<file path="src/rtl/multdiv_sequencer.sv">
// Execute-stage iterative signed multiply/divide with decode stall outputs.
// One shift-add or restoring-divide step per cycle on operand magnitudes.
module multdiv_sequencer #(
  parameter int unsigned ITERATIONS   = 32,
  parameter int unsigned RSTATUS_REG  = 30,
  parameter int unsigned RSTATUS_MULT = 4,
  parameter int unsigned RSTATUS_DIV  = 5
) (
  input  logic        clock,
  input  logic        reset,
  input  logic [31:0] d_x_instructions_input,
  input  logic [31:0] operand_A,
  input  logic [31:0] operand_B,
  output logic        mult_operation_underway,
  output logic        div_operation_underway,
  output logic        result_valid,
  output logic [31:0] result,
  output logic [4:0]  result_rd,
  output logic        exception
);

  typedef enum logic [1:0] {
    S_IDLE,
    S_RUN,
    S_DONE
  } state_t;

  localparam logic [5:0] LAST = 6'(ITERATIONS - 1);

  state_t      r_state;
  state_t      w_state_nxt;
  logic [5:0]  r_cnt;
  logic [31:0] r_opnd;
  logic [63:0] r_acc;
  logic        r_neg;
  logic        r_isdiv;
  logic [4:0]  r_dst;
  logic        r_valid;
  logic [31:0] r_result;
  logic [4:0]  r_rd;
  logic        r_exc;

  logic        w_opc0;
  logic        w_mult;
  logic        w_div;
  logic        w_start;
  logic        w_div0;
  logic [31:0] w_abs_a;
  logic [31:0] w_abs_b;
  logic [32:0] w_sum;
  logic [32:0] w_trial;
  logic [63:0] w_acc_nxt;
  logic [63:0] w_prod_s;
  logic [31:0] w_quo;
  logic        w_ovf;

  assign w_opc0  = d_x_instructions_input[31:27] == 5'b00000;
  assign w_mult  = w_opc0 && d_x_instructions_input[6:2] == 5'b00110;
  assign w_div   = w_opc0 && d_x_instructions_input[6:2] == 5'b00111;
  assign w_start = (w_mult || w_div) && r_state != S_RUN;
  assign w_div0  = w_div && operand_B == 32'd0;

  assign w_abs_a = operand_A[31] ? -operand_A : operand_A;
  assign w_abs_b = operand_B[31] ? -operand_B : operand_B;

  // mult: acc = {partial hi, multiplier}; div: acc = {remainder, quotient}
  assign w_sum   = {1'b0, r_acc[63:32]} + (r_acc[0] ? {1'b0, r_opnd} : 33'd0);
  assign w_trial = r_acc[63:31] - {1'b0, r_opnd};

  always_comb begin
    w_acc_nxt = r_acc;
    if (!r_isdiv)
      w_acc_nxt = {w_sum, r_acc[31:1]};
    else if (!w_trial[32])
      w_acc_nxt = {w_trial[31:0], r_acc[30:0], 1'b1};
    else
      w_acc_nxt = {r_acc[62:0], 1'b0};
  end

  assign w_prod_s = r_neg ? -w_acc_nxt : w_acc_nxt;
  assign w_quo    = r_neg ? -w_acc_nxt[31:0] : w_acc_nxt[31:0];
  assign w_ovf    = w_prod_s[63:32] != {32{w_prod_s[31]}};

  always_comb begin
    w_state_nxt = r_state;
    unique case (r_state)
      S_RUN:   w_state_nxt = (r_cnt == LAST) ? S_DONE : S_RUN;
      default: begin
        if (w_start)
          w_state_nxt = w_div0 ? S_DONE : S_RUN;
        else
          w_state_nxt = S_IDLE;
      end
    endcase
  end

  assign mult_operation_underway =
    (w_start && w_mult) || (r_state == S_RUN && !r_isdiv);
  assign div_operation_underway  =
    (w_start && w_div) || (r_state == S_RUN && r_isdiv);

  always_ff @(posedge clock) begin
    if (!reset) begin
      r_state  <= S_IDLE;
      r_cnt    <= 6'd0;
      r_opnd   <= 32'd0;
      r_acc    <= 64'd0;
      r_neg    <= 1'b0;
      r_isdiv  <= 1'b0;
      r_dst    <= 5'd0;
      r_valid  <= 1'b0;
      r_result <= 32'd0;
      r_rd     <= 5'd0;
      r_exc    <= 1'b0;
    end else begin
      r_state <= w_state_nxt;
      r_valid <= 1'b0;
      if (r_state == S_RUN) begin
        r_acc <= w_acc_nxt;
        r_cnt <= r_cnt + 6'd1;
        if (r_cnt == LAST) begin
          r_valid <= 1'b1;
          if (!r_isdiv && w_ovf) begin
            r_exc    <= 1'b1;
            r_rd     <= 5'(RSTATUS_REG);
            r_result <= 32'(RSTATUS_MULT);
          end else begin
            r_exc    <= 1'b0;
            r_rd     <= r_dst;
            r_result <= r_isdiv ? w_quo : w_prod_s[31:0];
          end
        end
      end else if (w_start) begin
        r_cnt   <= 6'd0;
        r_isdiv <= w_div;
        r_neg   <= operand_A[31] ^ operand_B[31];
        r_dst   <= d_x_instructions_input[26:22];
        r_opnd  <= w_div ? w_abs_b : w_abs_a;
        r_acc   <= {32'd0, w_div ? w_abs_a : w_abs_b};
        if (w_div0) begin
          r_valid  <= 1'b1;
          r_exc    <= 1'b1;
          r_rd     <= 5'(RSTATUS_REG);
          r_result <= 32'(RSTATUS_DIV);
        end
      end
    end
  end

  assign result_valid = r_valid;
  assign result       = r_result;
  assign result_rd    = r_rd;
  assign exception    = r_exc;

endmodule

</file>
<file path="config.mk">
export PLATFORM = sky130hd
export DESIGN_NAME = multdiv_sequencer
export DESIGN_NICKNAME = d
export VERILOG_FILES = /design/src/rtl/multdiv_sequencer.sv
export SDC_FILE = /design/constraint.sdc
export NUM_CORES = 1
export LEC_CHECK = 0
export BUFFER_PORTS_ARGS = -buffer_cell sky130_fd_sc_hd__buf_4
export CELL_PAD_IN_SITES_DETAIL_PLACEMENT = 1
export CELL_PAD_IN_SITES_GLOBAL_PLACEMENT = 1
export CORE_MARGIN = 5
export CORE_UTILIZATION = 49
export CTS_CLUSTER_DIAMETER = 50
export CTS_CLUSTER_SIZE = 20
export DETAILED_ROUTE_END_ITERATION = 6
export GPL_ROUTABILITY_DRIVEN = 0
export PLACE_DENSITY = 0.94
export SLEW_MARGIN = 5
export SYNTH_ARGS = -nofsm -noshare
export SYNTH_HDL_FRONTEND = slang
export SYNTH_SLANG_ARGS = --single-unit
</file>
<file path="constraint.sdc">
create_clock -name clock -period 16.8 [get_ports clock]
set_clock_uncertainty 0.1 [all_clocks]
set_input_delay 3.36 -clock clock [delete_from_list [all_inputs] [get_ports clock]]
set_output_delay 3.36 -clock clock [all_outputs]
set_load 0.005 [all_outputs]
</file>
[Word-level counts from Yosys, hierarchy flattened]
Index checks and enable logic that the tools add are counted.
Word-level totals
  register bits after elaboration: 150
  input bits: 98
  output and inout port bits: 41
  word-level logic and storage cells: 83
Operators by class
  add/sub/neg operators: 7
  equal/unequal tests: 7
  mux-type cells: 37
  bitwise operators: 2
  reduce and logical (&&, ||, !) cells: 19
Operator list (count)
  32-bit two-way mux: 12
  64-bit two-way mux: 5
  32-bit negation: 3
  64-bit negation: 1
  32-bit by 32-bit adder with 33-bit output: 1
  33-bit by 32-bit subtractor with 33-bit output: 1
  32-bit logical NOT: 1
  32-bit != test: 1
  5-bit two-way mux: 5
  6-bit two-way mux: 2
  5-bit by 3-bit == test with 1-bit output (second input constant): 2
  1-bit logical AND: 9
  1-bit two-way mux: 9
  2-bit two-way mux: 4
  6-bit by 1-bit adder with 6-bit output (second input constant): 1
  6-bit by 5-bit == test with 1-bit output (second input constant): 1
  5-bit logical NOT: 1
  2-bit nonzero test: 2
  1-bit logical OR: 3
  3-bit AND reduction: 1
  2-bit by 1-bit == test with 1-bit output (second input constant): 1
  2-bit by 1-bit != test with 1-bit output (second input constant): 1
  2-bit != test (second input constant): 1
  2-bit AND reduction: 1
  3 further kinds: 3

[Longest topological paths before layout]
Gate-level depths: netlist (run 1).
  depth in word-level cells: 10
  gate-level depth with buffers: 30
  depth with buffers taken out: 27

[Worst setup path before layout (run 1)]
Ideal clock, no wire load.
  kind: in2out
  from: in d_x_instructions_input[29]
  to: out div_operation_underway
  data arrival time: 4568 ps
  required time: 13340 ps
  path slack: 8772 ps
  stages on the path: 6
  path buffers: 1
  cells stage by stage: nor4b_1 -> nand4b_1 -> nor2_1 -> clkbuf_1 -> nand2_1 -> o21ai_0
Between the ends
  word-level cells in the longest chain between the ends: 6
  elaborated cells on any way between the ends: 7
  those cells by class: 7 x reduce/logical
Ends and longest elaborated chain
  start: declaration: line 11  | input logic [31:0] d_x_instructions_input,
  5-bit logical NOT (*): line 57  | assign w_opc0 = d_x_instructions_input[31:27] == 5'b00000;
  1-bit logical AND (on tied branches): line 58, 59
  1-bit logical OR: line 60  | assign w_start = (w_mult || w_div) && r_state != S_RUN;
  1-bit logical AND: line 60
  1-bit logical AND (*): line 100  | (w_start && w_div) || (r_state == S_RUN && r_isdiv);
  1-bit logical OR (*): line 100
  end: declaration: line 15  | output logic div_operation_underway,
Mark *: on every way between the ends. The rest lies on a longest branch, timed or not.

[Worst setup path in the final report (run 1)]
  from: reg r_acc[31]
  to: reg r_result[3] (netlist: result[3])
Between the ends
  word-level cells in the longest chain between the ends: 10
  elaborated cells on any way between the ends: 13
  those cells by class: 3 x add/sub; 1 x eq/ne; 8 x mux; 1 x reduce/logical
Ends and longest elaborated chain
  start: declaration: line 34  | logic [63:0] r_acc;
  start signal: assignment: line 119  | r_acc <= w_acc_nxt;
  start signal: assignment: line 139  | r_acc <= {32'd0, w_div ? w_abs_a : w_abs_b};
  33-bit by 32-bit subtractor with 33-bit output: line 68  | assign w_trial = r_acc[63:31] - {1'b0, r_opnd};
  64-bit two-way mux: line 74  | else if (!w_trial[32])
  64-bit two-way mux (*): line 72  | if (!r_isdiv)
  64-bit negation: line 80  | assign w_prod_s = r_neg ? -w_acc_nxt : w_acc_nxt;
  64-bit two-way mux: line 80
  32-bit != test: line 82  | assign w_ovf = w_prod_s[63:32] != {32{w_prod_s[31]}};
  1-bit logical AND: line 123  | if (!r_isdiv && w_ovf) begin
  32-bit two-way mux (*): line 123
  32-bit two-way mux (*): line 121  | if (r_cnt == LAST) begin
  32-bit two-way mux (*): line 118  | if (r_state == S_RUN) begin
  end signal: assignment: line 126  | r_result <= 32'(RSTATUS_MULT);
  end signal: assignment: line 130  | r_result <= r_isdiv ? w_quo : w_prod_s[31:0];
  end signal: assignment: line 144  | r_result <= 32'(RSTATUS_DIV);
  end: declaration: line 39  | logic [31:0] r_result;
Mark *: on every way between the ends. The rest lies on a longest branch, timed or not. The select of a mux whose other input is x is not followed.
A chain may end at the register's enable or synchronous reset.

==> impl_metrics.py, run 1 <==
metrics = {
    "clock_network": {
        "post_cts_buffers": 0,
        "cts_sinks": 149,
        "cts_hold_buffers": 0,
        "cts-root-buf": "clkbuf_16",
        "cts_buffers": 17,
        "clkLatencyLatePin_ns": 0.49,
        "cts_tree": "yes",
        "clk_pin_slew_worst_paths_ns": 0.08,
        "htree_levels": 4,
        "post_cts_resized": 0,
        "cts_buffer_depth": 2,
    },
    "timing": {
        "maxSlewHeadroom_pct": 17.9,
        "setup_viol": 0,
        "drv_slew": 0,
        "rsz0062_at_grt": "false",
        "tightest_slew_ns": 1.23,
        "max_freq_ghz": 0.100,
        "finalCritPeriodShare_pct": 59.3,
        "tns_ns": 0,
        "final_hold_viol_count": 0,
        "fin_crit_ns": 9.96,
    },
    "layout": {
        "nets": 2347,
        "drive_gt1_share_pct": 12.4,
        "fin_cells": 2594,
        "diodes": 0,
        "design_area_um2": 17000,
        "synthToLayoutAreaGrowth_pct": 10.4,
    },
    "drt": {
        "ant_nets": 0,
        "routed_via_density": 7.24,
        "wire_per_inst_um": 27.0,
        "wl_um": 70000,
        "drt-pass1-iter-count": 6,
        "vias": 18800,
        "initialDrtViolationCount": 2123,
        "drc": 0,
    },
    "synthesis": {
        "synth_nets": 2330,
        "yosys.area_share.simple_pct": 25.6,
        "synth-xor-area-share_pct": 8.80,
        "synth.area.top_cells": "dfxtp_1, nand2_1, ha_1, xnor2_1, a21oi_1",
        "synth_fa_ha_area_share_pct": 5.77,
        "yosysTopAreaCell": "dfxtp_1",
        "syn_avg_cell_area_um2": 7.14,
        "synth-compound-area-share_pct": 31.5,
        "syn_area_um2": 15400,
        "syn_inst": 2162,
        "yosys_warnings": 0,
        "synthMuxAreaShare_pct": 3.41,
        "synth_top_family_by_area": "compound AO/OA/AOI/OAI gates",
        "synth_ff_type": "dfxtp_1",
        "seq_area_frac_synth_pct": 19.3,
        "synthTopCellsByCount": "nand2_1, nor2_1, a21oi_1",
        "async_flop_share_pct": 0,
        "synth_most_common_cell": "nand2_1",
        "synth_top_area_share_pct": 19.3,
        "synth_cell_types": 98,
        "synth_edf_count": 0,
        "ys_seq_elements": 149,
    },
    "global_routing": {
        "antenna_found_initial": 0,
        "grt_pass1_vias": 19200,
        "grtUsageTotal_pct": 38.0,
        "grt_overflow_total": 0,
        "grt_pass1_wl_um": 108000,
        "grt_max_degree": 85,
    },
    "outcome": {
        "run_status": "finished clean",
    },
    "power_and_ir_drop": {
        "powerDensity_nw_per_um2": 53.6,
        "power.leakage_uw": 0.00657,
        "max-vdd-ir-drop_mv": 0.0754,
    },
    "floorplan": {
        "die_w_um": 187,
        "core_area_um2": 31300,
        "pin_count": 139,
        "dieArea_um2": 35100,
        "core.rowCount": 65,
        "die_h_um": 187,
        "start_util_pct": 49.3,
    },
    "min_path": {
        "hold_path.class": "reg2reg",
    },
    "critical_path": {
        "start_kind": "flip-flop",
        "max_stage_delay_ns": 0.78,
        "critical_path_class": "reg2reg",
        "arrival_ns": 10.19,
        "crit_family": "compound AO/OA/AOI/OAI gates",
        "path_max_fanout": 37,
        "end_kind": "flip-flop",
        "required_ns": 17.03,
        "cp.buffers_inverters": 3,
        "cp_slowest_cell": "or2_2",
    },
    "job": {
        "max_cap_violations": 0,
    },
    "placed_design": {
        "place.detailed.hpwl_um": 48700,
        "numPortBuffers": 121,
        "post_dp_cell_area_um2": 16400,
        "place_inst": 2562,
    },
}
==> area by class of cell <==
type,instances,area (µm²)
tap,402,503
multi-input combinational,1805,11600
fill,3936,14300
inverter,64,243
clock buffer,18,439
timing repair buffer,142,1070
clock inverter,14,211
sequential,149,2990
==> sequential cells by signal, summed over array words and instances, names as in the netlist <==
register	flops
r_cnt	6
result	32
r_opnd	32
r_isdiv	1
exception	1
r_state	2
r_neg	1
result_rd	5
r_acc	64
r_dst	5
==> tightest hold or removal path, delay by kind of cell (launching register included) <==
family,cells,cell delay [ns]
AOI/OAI and AO/OA,1,0.05
DFF,1,0.31
and+or+nand+nor,1,0.05
==> cells by family (layout without fill, tap and decap cells) <==
kind of cell | count (synthesis) | in the layout
compound gates | 699 | 699
xor+xnor | 155 | 155
fa+ha+maj | 70 | 70
buf+inv | 208 | 238
flops | 149 | 149
mux | 51 | 51
simple gates | 830 | 830
==> power by group <==
group / switching (µW) / internal (µW) / total [µW]
Sequential: 0.668 / 353 / 354
Clock: 201 / 246 / 447
Combinational: 74.0 / 39.0 / 113
==> metrics by stage <==
step	setup WS [ns]	hold slack, ns	total power [µW]	util (%)
final	6.84	0.357	913	54.4
after global routing	6.32	0.385	934	54.4
after CTS	7.16	0.358	909	54.4
after detailed placement	7.42	0.347	469	52.4
after global placement	7.80	0.336	463	52.4
after floorplan	8.77	0.329	426	-
==> worst paths after layout <==
kind / start / end / slack [ns] / cells after the start
worst min-delay path: r_opnd[12] / r_opnd[12] / 0.36 / 2
worst min register to register: r_opnd[12] / r_opnd[12] / 0.36 / 2
worst max register to register: r_acc[31] / result[3] / 6.84 / 28
worst max-delay path: r_acc[31] / result[3] / 6.84 / 28
==> layer usage <==
metal	GRT usage [%]	up-vias	part of all wire [%]	routed length, µm
met5	0	-	0	0
met4	24.4	0	7.7	5370
met3	8.98	379	9.7	6780
met2	63.5	1304	46	32400
met1	43.6	9072	36	25500
li1	-	8014	-	-
==> placed cells by master, fill, tap and decap left out, types with 21 or more instances in the layout <==
cell type / netlist / layout
a211oi_1: 99 / 99
a21oi_1: 161 / 161
a31oi_1: 34 / 34
and3_1: 21 / 21
buf_4: 2 / 142
dfxtp_1: 149 / 147
ha_1: 68 / 68
inv_1: 60 / 60
mux2i_1: 47 / 47
nand2_1: 287 / 287
nand3_1: 57 / 57
nand4_1: 43 / 43
nor2_1: 213 / 211
nor3_1: 59 / 59
o211ai_1: 58 / 58
o21ai_0: 123 / 123
o31ai_1: 28 / 28
o31ai_2: 25 / 25
or3_1: 22 / 22
xnor2_1: 96 / 96
xor2_1: 59 / 59
No activity file was read; power rests on OpenSTA's default activity.
==> inputs of run 2 (changes only) <==
--- a/config.mk
+++ b/config.mk
@@ -5,16 +5,17 @@
 export SDC_FILE = /design/constraint.sdc
 export NUM_CORES = 1
 export LEC_CHECK = 0
+export ABC_AREA = 1
 export BUFFER_PORTS_ARGS = -buffer_cell sky130_fd_sc_hd__buf_4
 export CELL_PAD_IN_SITES_DETAIL_PLACEMENT = 1
 export CELL_PAD_IN_SITES_GLOBAL_PLACEMENT = 1
 export CORE_MARGIN = 5
-export CORE_UTILIZATION = 49
+export CORE_UTILIZATION = 38
 export CTS_CLUSTER_DIAMETER = 50
 export CTS_CLUSTER_SIZE = 20
 export DETAILED_ROUTE_END_ITERATION = 6
 export GPL_ROUTABILITY_DRIVEN = 0
-export PLACE_DENSITY = 0.94
+export PLACE_DENSITY = 0.83
 export SLEW_MARGIN = 5
 export SYNTH_ARGS = -nofsm -noshare
 export SYNTH_HDL_FRONTEND = slang
==> constraint.sdc (replaced) <==
create_clock -name clock -period 8 [get_ports clock]
set_clock_uncertainty 0.1 [all_clocks]
set_input_delay 1.6 -clock clock [delete_from_list [all_inputs] [get_ports clock]]
set_output_delay 1.6 -clock clock [all_outputs]
set_load 0.005 [all_outputs]
==> impl_metrics.py, run 2 <==
metrics = {
    "job": {
        "max_cap_violations": 0,
    },
    "timing": {
        "tightest_slew_ns": 0.970,
        "max_freq_ghz": 0.153,
        "maxSlewHeadroom_pct": 35.2,
        "rsz0062_at_grt": "false",
        "fin_crit_ns": 6.52,
        "drv_slew": 0,
        "final_hold_viol_count": 0,
        "finalCritPeriodShare_pct": 81.5,
        "setup_viol": 0,
        "tns_ns": 0,
        "setup_slack_ns": 1.48,
    },
    "min_path": {
        "holdPathEnd": "result_rd[2]",
        "hold_start": "r_dst[2]",
        "hold_path.class": "reg2reg",
        "worstHoldPathCells": 2,
    },
    "synthesis": {
        "yosysTopAreaCell": "nand2_1",
        "synth_nets": 3146,
        "synth_ff_type": "dfxtp_1",
        "synthTopCellsByCount": "nand2_1, inv_1, nor2_1",
        "async_flop_share_pct": 0,
        "synth_most_common_cell": "nand2_1",
        "yosys_warnings": 0,
        "syn_avg_cell_area_um2": 5.66,
        "synth_edf_count": 0,
        "ys_seq_elements": 149,
        "syn_inst": 2978,
        "syn_area_um2": 16900,
        "synth.area.top_cells": "nand2_1, dfxtp_1, inv_1, nor2_1, nand3_1",
        "synth_cell_types": 55,
        "synth_top_area_share_pct": 21.6,
        "seq_area_frac_synth_pct": 17.7,
    },
    "floorplan": {
        "core_area_um2": 44000,
        "start_util_pct": 38.3,
        "dieArea_um2": 48700,
        "die_w_um": 221,
        "core.rowCount": 77,
        "pin_count": 139,
        "die_h_um": 221,
    },
    "power_and_ir_drop": {
        "p_seq_share_pct": 42.6,
        "power.leakage_uw": 0.00964,
        "powerDensity_nw_per_um2": 93.3,
        "p_switching_uw": 516,
        "clock_power_share_pct": 45.6,
        "internal_power_uw": 1230,
        "switching_share_pct": 29.6,
        "power_frac_comb_pct": 11.7,
        "max-vdd-ir-drop_mv": 0.164,
    },
    "layout": {
        "diodes": 0,
        "drive_gt1_share_pct": 10.6,
        "layout_commonest_cell": "nand2_1",
        "design_area_um2": 18700,
        "nets": 3195,
        "final_cell_mix": "nand2_1, inv_1, nor2_1",
        "seqCellArea_um2": 2990,
        "multi_input_area_um2": 11900,
        "top_register": "r_acc",
        "fillers": 6203,
        "largest_register_ffs": 64,
        "synthToLayoutAreaGrowth_pct": 10.8,
    },
    "global_routing": {
        "grt_use_met3_pct": 3.53,
        "top_usage_layer": "met2",
        "grt_overflow_total": 0,
        "grt_pass1_vias": 20800,
        "grt_max_degree": 73,
        "grt_pass1_wl_um": 111000,
        "grtUsageTotal_pct": 28.7,
        "met1_usage_pct": 34.4,
        "met2_usage_pct": 50.1,
        "antenna_found_initial": 0,
    },
    "clock_network": {
        "cts_tree": "yes",
        "clk_pin_slew_worst_paths_ns": 0.08,
        "cts-root-buf": "clkbuf_16",
        "cts_buffers": 17,
        "post_cts_resized": 0,
        "cts_hold_buffers": 0,
        "cts_sinks": 149,
        "post_cts_buffers": 0,
        "cts_buffer_depth": 2,
        "clkLatencyLatePin_ns": 0.48,
        "htree_levels": 4,
    },
    "critical_path": {
        "required_ns": 8.27,
        "r2r-end": "result_rd[1]",
        "critical_path_class": "reg2reg",
        "arrival_ns": 6.79,
        "cp.buffers_inverters": 4,
        "max_stage_delay_ns": 0.42,
        "crit_family": "simple AND/OR/NAND/NOR gates",
        "cp_slowest_cell": "fa_1",
        "r2r-start": "r_acc[31]",
        "path_max_fanout": 34,
        "start_kind": "flip-flop",
        "crit_path_frequent_cell": "nand2_1",
        "reg2reg_depth": 39,
        "r2r_slack_ns": 1.48,
        "end_kind": "flip-flop",
    },
    "placed_design": {
        "numPortBuffers": 121,
        "place.detailed.hpwl_um": 57600,
        "dpl_worst_slack_ns": 1.62,
        "post_dp_cell_area_um2": 18100,
    },
    "drt": {
        "wire_per_inst_um": 19.6,
        "ant_nets": 0,
        "drt-pass1-iter-count": 5,
        "wl_um": 71100,
        "initialDrtViolationCount": 1326,
        "routed_via_density": 5.55,
        "drc": 0,
        "vias": 20200,
    },
    "outcome": {
        "run_status": "finished clean",
    },
}
==> run 2: worst max-delay path by stage <==
stage,slack (ns),endpoint,depth (start not counted),startpoint
after floorplan,3.45,div_operation_underway,5,d_x_instructions_input[30]
after global placement,1.89,result_rd[2],36,r_opnd[0]
after detailed placement,1.62,result_rd[1],38,r_opnd[0]
after CTS,1.60,result_rd[1],39,r_acc[31]
after global routing,1.00,result_rd[4],39,r_acc[31]
final,1.48,result_rd[1],39,r_acc[31]
==> run 2: cell families after synthesis <==
logic type	count (synthesis)	share of synthesized area [%]
flops	149	17.7
buf+inv	506	12.0
fa+ha+maj	70	5.29
xor+xnor	112	5.82
compound gates	453	15.8
simple gates	1683	43.1
mux	5	0.297
==> run 2: final cells by class <==
class / instances / area share, %
inverters: 401 / 8.07
flip-flops and latches: 149 / 16.0
well taps: 592 / 3.97
clock inverters: 14 / 0.623
repair buffers: 135 / 5.43
multi-input cells: 2323 / 63.6
clock buffers: 18 / 2.35
==> run 2: power groups by stage <==
stage / logic [µW] / clock network (µW) / registers (µW)
detailed placement: 201 / 0 / 759
floorplan: 120 / 0 / 759
CTS: 202 / 802 / 742
global route: 222 / 838 / 742
finish: 204 / 795 / 742
global placement: 193 / 0 / 759
==> run 2: through the flow <==
stage | utilization [%] | power (µW) | hold slack [ns] | instances
after floorplan | - | 879 | 0.327 | 2978
after global placement | 41.1 | 952 | 0.342 | 3600
after detailed placement | 41.1 | 960 | 0.350 | 3600
after CTS | 42.4 | 1750 | 0.351 | 3632
after global routing | 42.4 | 1800 | 0.383 | 3632
final | 42.4 | 1740 | 0.350 | 3632
==> run 2: routing by layer <==
layer | share of wire [%] | routed length, µm | vias to the layer above
met5 | 0 | 0 | -
met4 | 5.8 | 4160 | 0
met3 | 5.4 | 3820 | 179
met2 | 48 | 34100 | 633
met1 | 41 | 29000 | 9746
li1 | - | - | 9613
==> run 2: tightest hold or removal path, cell delays in order (launching register included) <==
cell     delay (ns)
dfxtp_1        0.33
o21ai_1        0.07
inv_1          0.05
==> inputs of run 3 (changes only) <==
--- a/config.mk
+++ b/config.mk
@@ -5,17 +5,17 @@
 export SDC_FILE = /design/constraint.sdc
 export NUM_CORES = 1
 export LEC_CHECK = 0
-export ABC_AREA = 1
+export ABC_AREA = 0
 export BUFFER_PORTS_ARGS = -buffer_cell sky130_fd_sc_hd__buf_4
 export CELL_PAD_IN_SITES_DETAIL_PLACEMENT = 1
 export CELL_PAD_IN_SITES_GLOBAL_PLACEMENT = 1
 export CORE_MARGIN = 5
-export CORE_UTILIZATION = 38
+export CORE_UTILIZATION = 45
 export CTS_CLUSTER_DIAMETER = 50
 export CTS_CLUSTER_SIZE = 20
 export DETAILED_ROUTE_END_ITERATION = 6
 export GPL_ROUTABILITY_DRIVEN = 0
-export PLACE_DENSITY = 0.83
+export PLACE_DENSITY = 0.87
 export SLEW_MARGIN = 5
 export SYNTH_ARGS = -nofsm -noshare
 export SYNTH_HDL_FRONTEND = slang
==> constraint.sdc (replaced) <==
create_clock -name clock -period 6 [get_ports clock]
set_clock_uncertainty 0.1 [all_clocks]
set_input_delay 1.2 -clock clock [delete_from_list [all_inputs] [get_ports clock]]
set_output_delay 1.2 -clock clock [all_outputs]
set_load 0.005 [all_outputs]
==> impl_metrics.py, run 3 <==
metrics = {
    "outcome": {
        "run_status": "stopped before the end",
        "stop_stage": "global routing",
        "error_message": "[ERROR GRT-0232] Routing congestion too high. Check the congestion heatmap in the GUI.",
    },
    "clock_network": {
        "cts_buffer_depth": 2,
        "cts_buffers": 17,
        "cts-root-buf": "clkbuf_16",
        "htree_levels": 4,
        "cts_sinks": 149,
        "cts_hold_buffers": 0,
    },
    "synthesis": {
        "syn_avg_cell_area_um2": 7.14,
        "synth_edf_count": 0,
        "synth.area.top_cells": "dfxtp_1, nand2_1, ha_1, xnor2_1, a21oi_1",
        "syn_area_um2": 15400,
        "seq_area_frac_synth_pct": 19.3,
        "ys_seq_elements": 149,
        "synth_cell_types": 98,
        "synthTopCellsByCount": "nand2_1, nor2_1, a21oi_1",
        "yosys_warnings": 0,
        "synth_top_area_share_pct": 19.3,
        "syn_inst": 2162,
        "async_flop_share_pct": 0,
        "synth_nets": 2330,
        "synth_most_common_cell": "nand2_1",
        "synth_ff_type": "dfxtp_1",
        "yosysTopAreaCell": "dfxtp_1",
    },
    "placed_design": {
        "numPortBuffers": 121,
        "dpl_worst_slack_ns": -1.10,
        "place.detailed.hpwl_um": 60300,
        "post_dp_cell_area_um2": 18800,
    },
    "timing": {
        "crit_endpoint": "result[11]$_SDFFE_PN0P_/D",
        "worst_path_end_type": "register input",
    },
    "global_routing": {
        "grt_overflow_total": 219,
        "grt_max_degree": 99,
        "grtUsageTotal_pct": 78.8,
    },
    "floorplan": {
        "core.rowCount": 67,
        "die_w_um": 195,
        "die_h_um": 195,
        "pin_count": 139,
        "start_util_pct": 45.8,
    },
}
[run 3: what timing repair did]
item	4_1_cts
buffers inserted	17
endpoints found under the setup margin	38
gates resized for setup	31
cloned	2
pin swaps	16
[run 3: per-layer routing]
metal  GRT usage, %  GRT overflow
met5           42.8             1
met4           79.9            92
met3           71.8             9
met2           90.1           108
met1           76.5             9
[run 3: cell families after synthesis]
kind of cell	share of synthesized area, %
adder cells (fa/ha/maj)	5.77
buffers and inverters	5.64
flip-flops	19.3
multiplexers	3.41
AND/OR/NAND/NOR	25.6
XOR/XNOR	8.80
AO/OA/AOI/OAI	31.5
[run 3: stage by stage]
step / TNS (ns) / instances
4_1_cts: -31.18 / 2955
3_5_place_dp: -38.38 / 2905
3_3_place_gp: -20.61 / 2905
2_1_floorplan: -4.72 / 2162
==> inputs of run 4 (changes only) <==
==> config.mk (replaced) <==
export PLATFORM = sky130hd
export DESIGN_NAME = multdiv_sequencer
export DESIGN_NICKNAME = d
export VERILOG_FILES = /design/src/rtl/multdiv_sequencer.sv
export SDC_FILE = /design/constraint.sdc
export NUM_CORES = 1
export LEC_CHECK = 0
export ABC_AREA = 0
export BUFFER_PORTS_ARGS = -buffer_cell sky130_fd_sc_hd__buf_4
export CORE_MARGIN = 5
export CORE_UTILIZATION = 35
export DETAILED_ROUTE_END_ITERATION = 6
export GPL_ROUTABILITY_DRIVEN = 0
export PLACE_DENSITY_LB_ADDON = 0.15
export SLEW_MARGIN = 5
export SYNTH_ARGS = -nofsm -noshare
export SYNTH_HDL_FRONTEND = slang
export SYNTH_SLANG_ARGS = --single-unit
==> impl_metrics.py, run 4 (synthesis results as in run 1) <==
metrics = {
    "placed_design": {
        "post_dp_cell_area_um2": 19400,
        "dpl_worst_slack_ns": -0.956,
        "place.detailed.hpwl_um": 52000,
        "numPortBuffers": 121,
    },
    "floorplan": {
        "start_util_pct": 35.1,
        "die_h_um": 220,
        "die_w_um": 220,
        "pin_count": 139,
        "core_area_um2": 43900,
        "dieArea_um2": 48400,
        "core.rowCount": 77,
    },
    "layout": {
        "multi_input_area_um2": 11900,
        "diodes": 0,
        "fillers": 4527,
        "final_cell_mix": "buf_4, nand2_1, nor2_1",
        "largest_register_ffs": 64,
        "design_area_um2": 20300,
        "layout_commonest_cell": "buf_4",
        "nets": 2702,
        "top_register": "r_acc",
        "synthToLayoutAreaGrowth_pct": 31.6,
        "seqCellArea_um2": 2990,
        "drive_gt1_share_pct": 26.4,
    },
    "critical_path": {
        "cp_slowest_cell": "or4b_1",
        "arrival_ns": 6.74,
        "crit_chain": "buf_4, and2_1, ha_1, fa_1, a211oi_1, o21ai_0, buf_4, a41oi_1, a21boi_0, o21ai_0, o211a_1, buf_4, nor3_1, buf_4, nand4_1, o21ai_2, xnor2_2, or4b_1, a22oi_2, a41oi_2, or2_4, clkbuf_16, o31ai_2",
        "required_ns": 6.27,
        "crit_path_frequent_cell": "buf_4",
        "path_max_fanout": 12,
        "end_kind": "flip-flop",
        "critical_path_class": "reg2reg",
        "start_kind": "flip-flop",
        "max_stage_delay_ns": 0.47,
    },
    "power_and_ir_drop": {
        "powerDensity_nw_per_um2": 121,
        "max-vdd-ir-drop_mv": 0.174,
        "power.leakage_uw": 0.00840,
    },
    "clock_network": {
        "cts_sinks": 149,
        "cts_buffer_depth": 2,
        "cts_hold_buffers": 0,
        "htree_levels": 4,
        "cts_tree": "yes",
        "clkLatencyLatePin_ns": 0.45,
        "cts-root-buf": "clkbuf_16",
        "clk_pin_slew_worst_paths_ns": 0.07,
        "cts_buffers": 17,
    },
    "timing": {
        "drv_slew": 0,
        "rsz0062_at_grt": "true",
        "tightest_slew_ns": 1.18,
        "final_hold_viol_count": 0,
        "finalCritPeriodShare_pct": 108,
        "max_freq_ghz": 0.154,
        "fin_crit_ns": 6.48,
        "maxSlewHeadroom_pct": 21.1,
        "setup_slack_ns": -0.477,
        "setup_viol": 38,
    },
    "drt": {
        "vias": 18000,
        "drc": 0,
        "routed_via_density": 5.73,
        "met1_length_um": 28600,
        "initialDrtViolationCount": 1526,
        "drt-pass1-iter-count": 5,
        "dr_wl_met3_um": 3730,
        "top_layer": "met4",
        "wire_per_inst_um": 20.7,
        "ant_nets": 0,
        "met2_length_um": 29400,
        "wl_um": 64900,
    },
    "global_routing": {
        "grt_overflow_total": 0,
        "grt_pass1_wl_um": 99100,
        "grt_pass1_vias": 17200,
        "antenna_found_initial": 0,
        "grt_max_degree": 91,
        "grtUsageTotal_pct": 26.1,
    },
    "outcome": {
        "run_status": "finished with violations",
        "violations": "negative setup slack",
    },
    "job": {
        "max_cap_violations": 0,
    },
    "min_path": {
        "hold_path.class": "reg2reg",
    },
}
[run 4: critical path: cells and delay by family, from the launching register on]
family / cells / cell delay [ns]
buffers and inverters: 5 / 0.92
flip-flops: 1 / 0.34
AO/OA/AOI/OAI: 10 / 2.64
AND/OR/NAND/NOR: 5 / 1.58
adder cells (fa/ha/maj): 2 / 0.61
XOR/XNOR: 1 / 0.17
[run 4: per-layer routing]
layer	up-vias	GRT usage [%]
met3	123	3.19
met5	-	0
li1	8744	-
met2	638	42.3
met1	8467	34.7
met4	0	11.9
[run 4: path summary, 6_finish.rpt]
check,startpoint,end,slack [ns],cells past startpoint
worst max register to register,r_opnd[0],result[17],-0.48,23
worst max-delay path,r_opnd[0],result[17],-0.48,23
worst min register to register,r_opnd[6],r_opnd[6],0.35,2
worst min-delay path,r_opnd[6],r_opnd[6],0.35,2
[run 4: per-stage QoR]
step	util (%)	total power (µW)	hold slack (ns)	TNS [ns]	cells
after global placement	44.2	1330	0.340	-29.08	3098
after detailed placement	44.2	1330	0.346	-34.00	3098
after floorplan	-	1200	0.332	-4.72	2162
after global routing	46.3	2550	0.370	-26.77	3139
final	46.3	2470	0.353	-16.21	3139
after CTS	45.9	2470	0.354	-13.11	3133
[run 4: power by group]
part	leakage (µW)	switching, µW	internal [µW]
combinational	0.00689	194	138
clock	0.000306	510	633
sequential	0.00120	1.56	989
total	0.00840	705	1760
[run 4: timing repair]
action                                  CTS  global route
gates resized for setup                  19            22
endpoints found under the setup margin   38            38
gates cloned                              0             2
hold endpoints to repair                  0             0
setup buffers                             3             4
pin swaps                                 4            12
[run 4: area by class of cell]
type / instances / share of cell area, %
clock buffer: 17 / 2.09
clock inverter: 15 / 0.924
inverter: 64 / 1.19
multi-input combinational: 1805 / 58.6
sequential: 149 / 14.7
tap: 592 / 3.65
timing repair buffer: 497 / 18.8
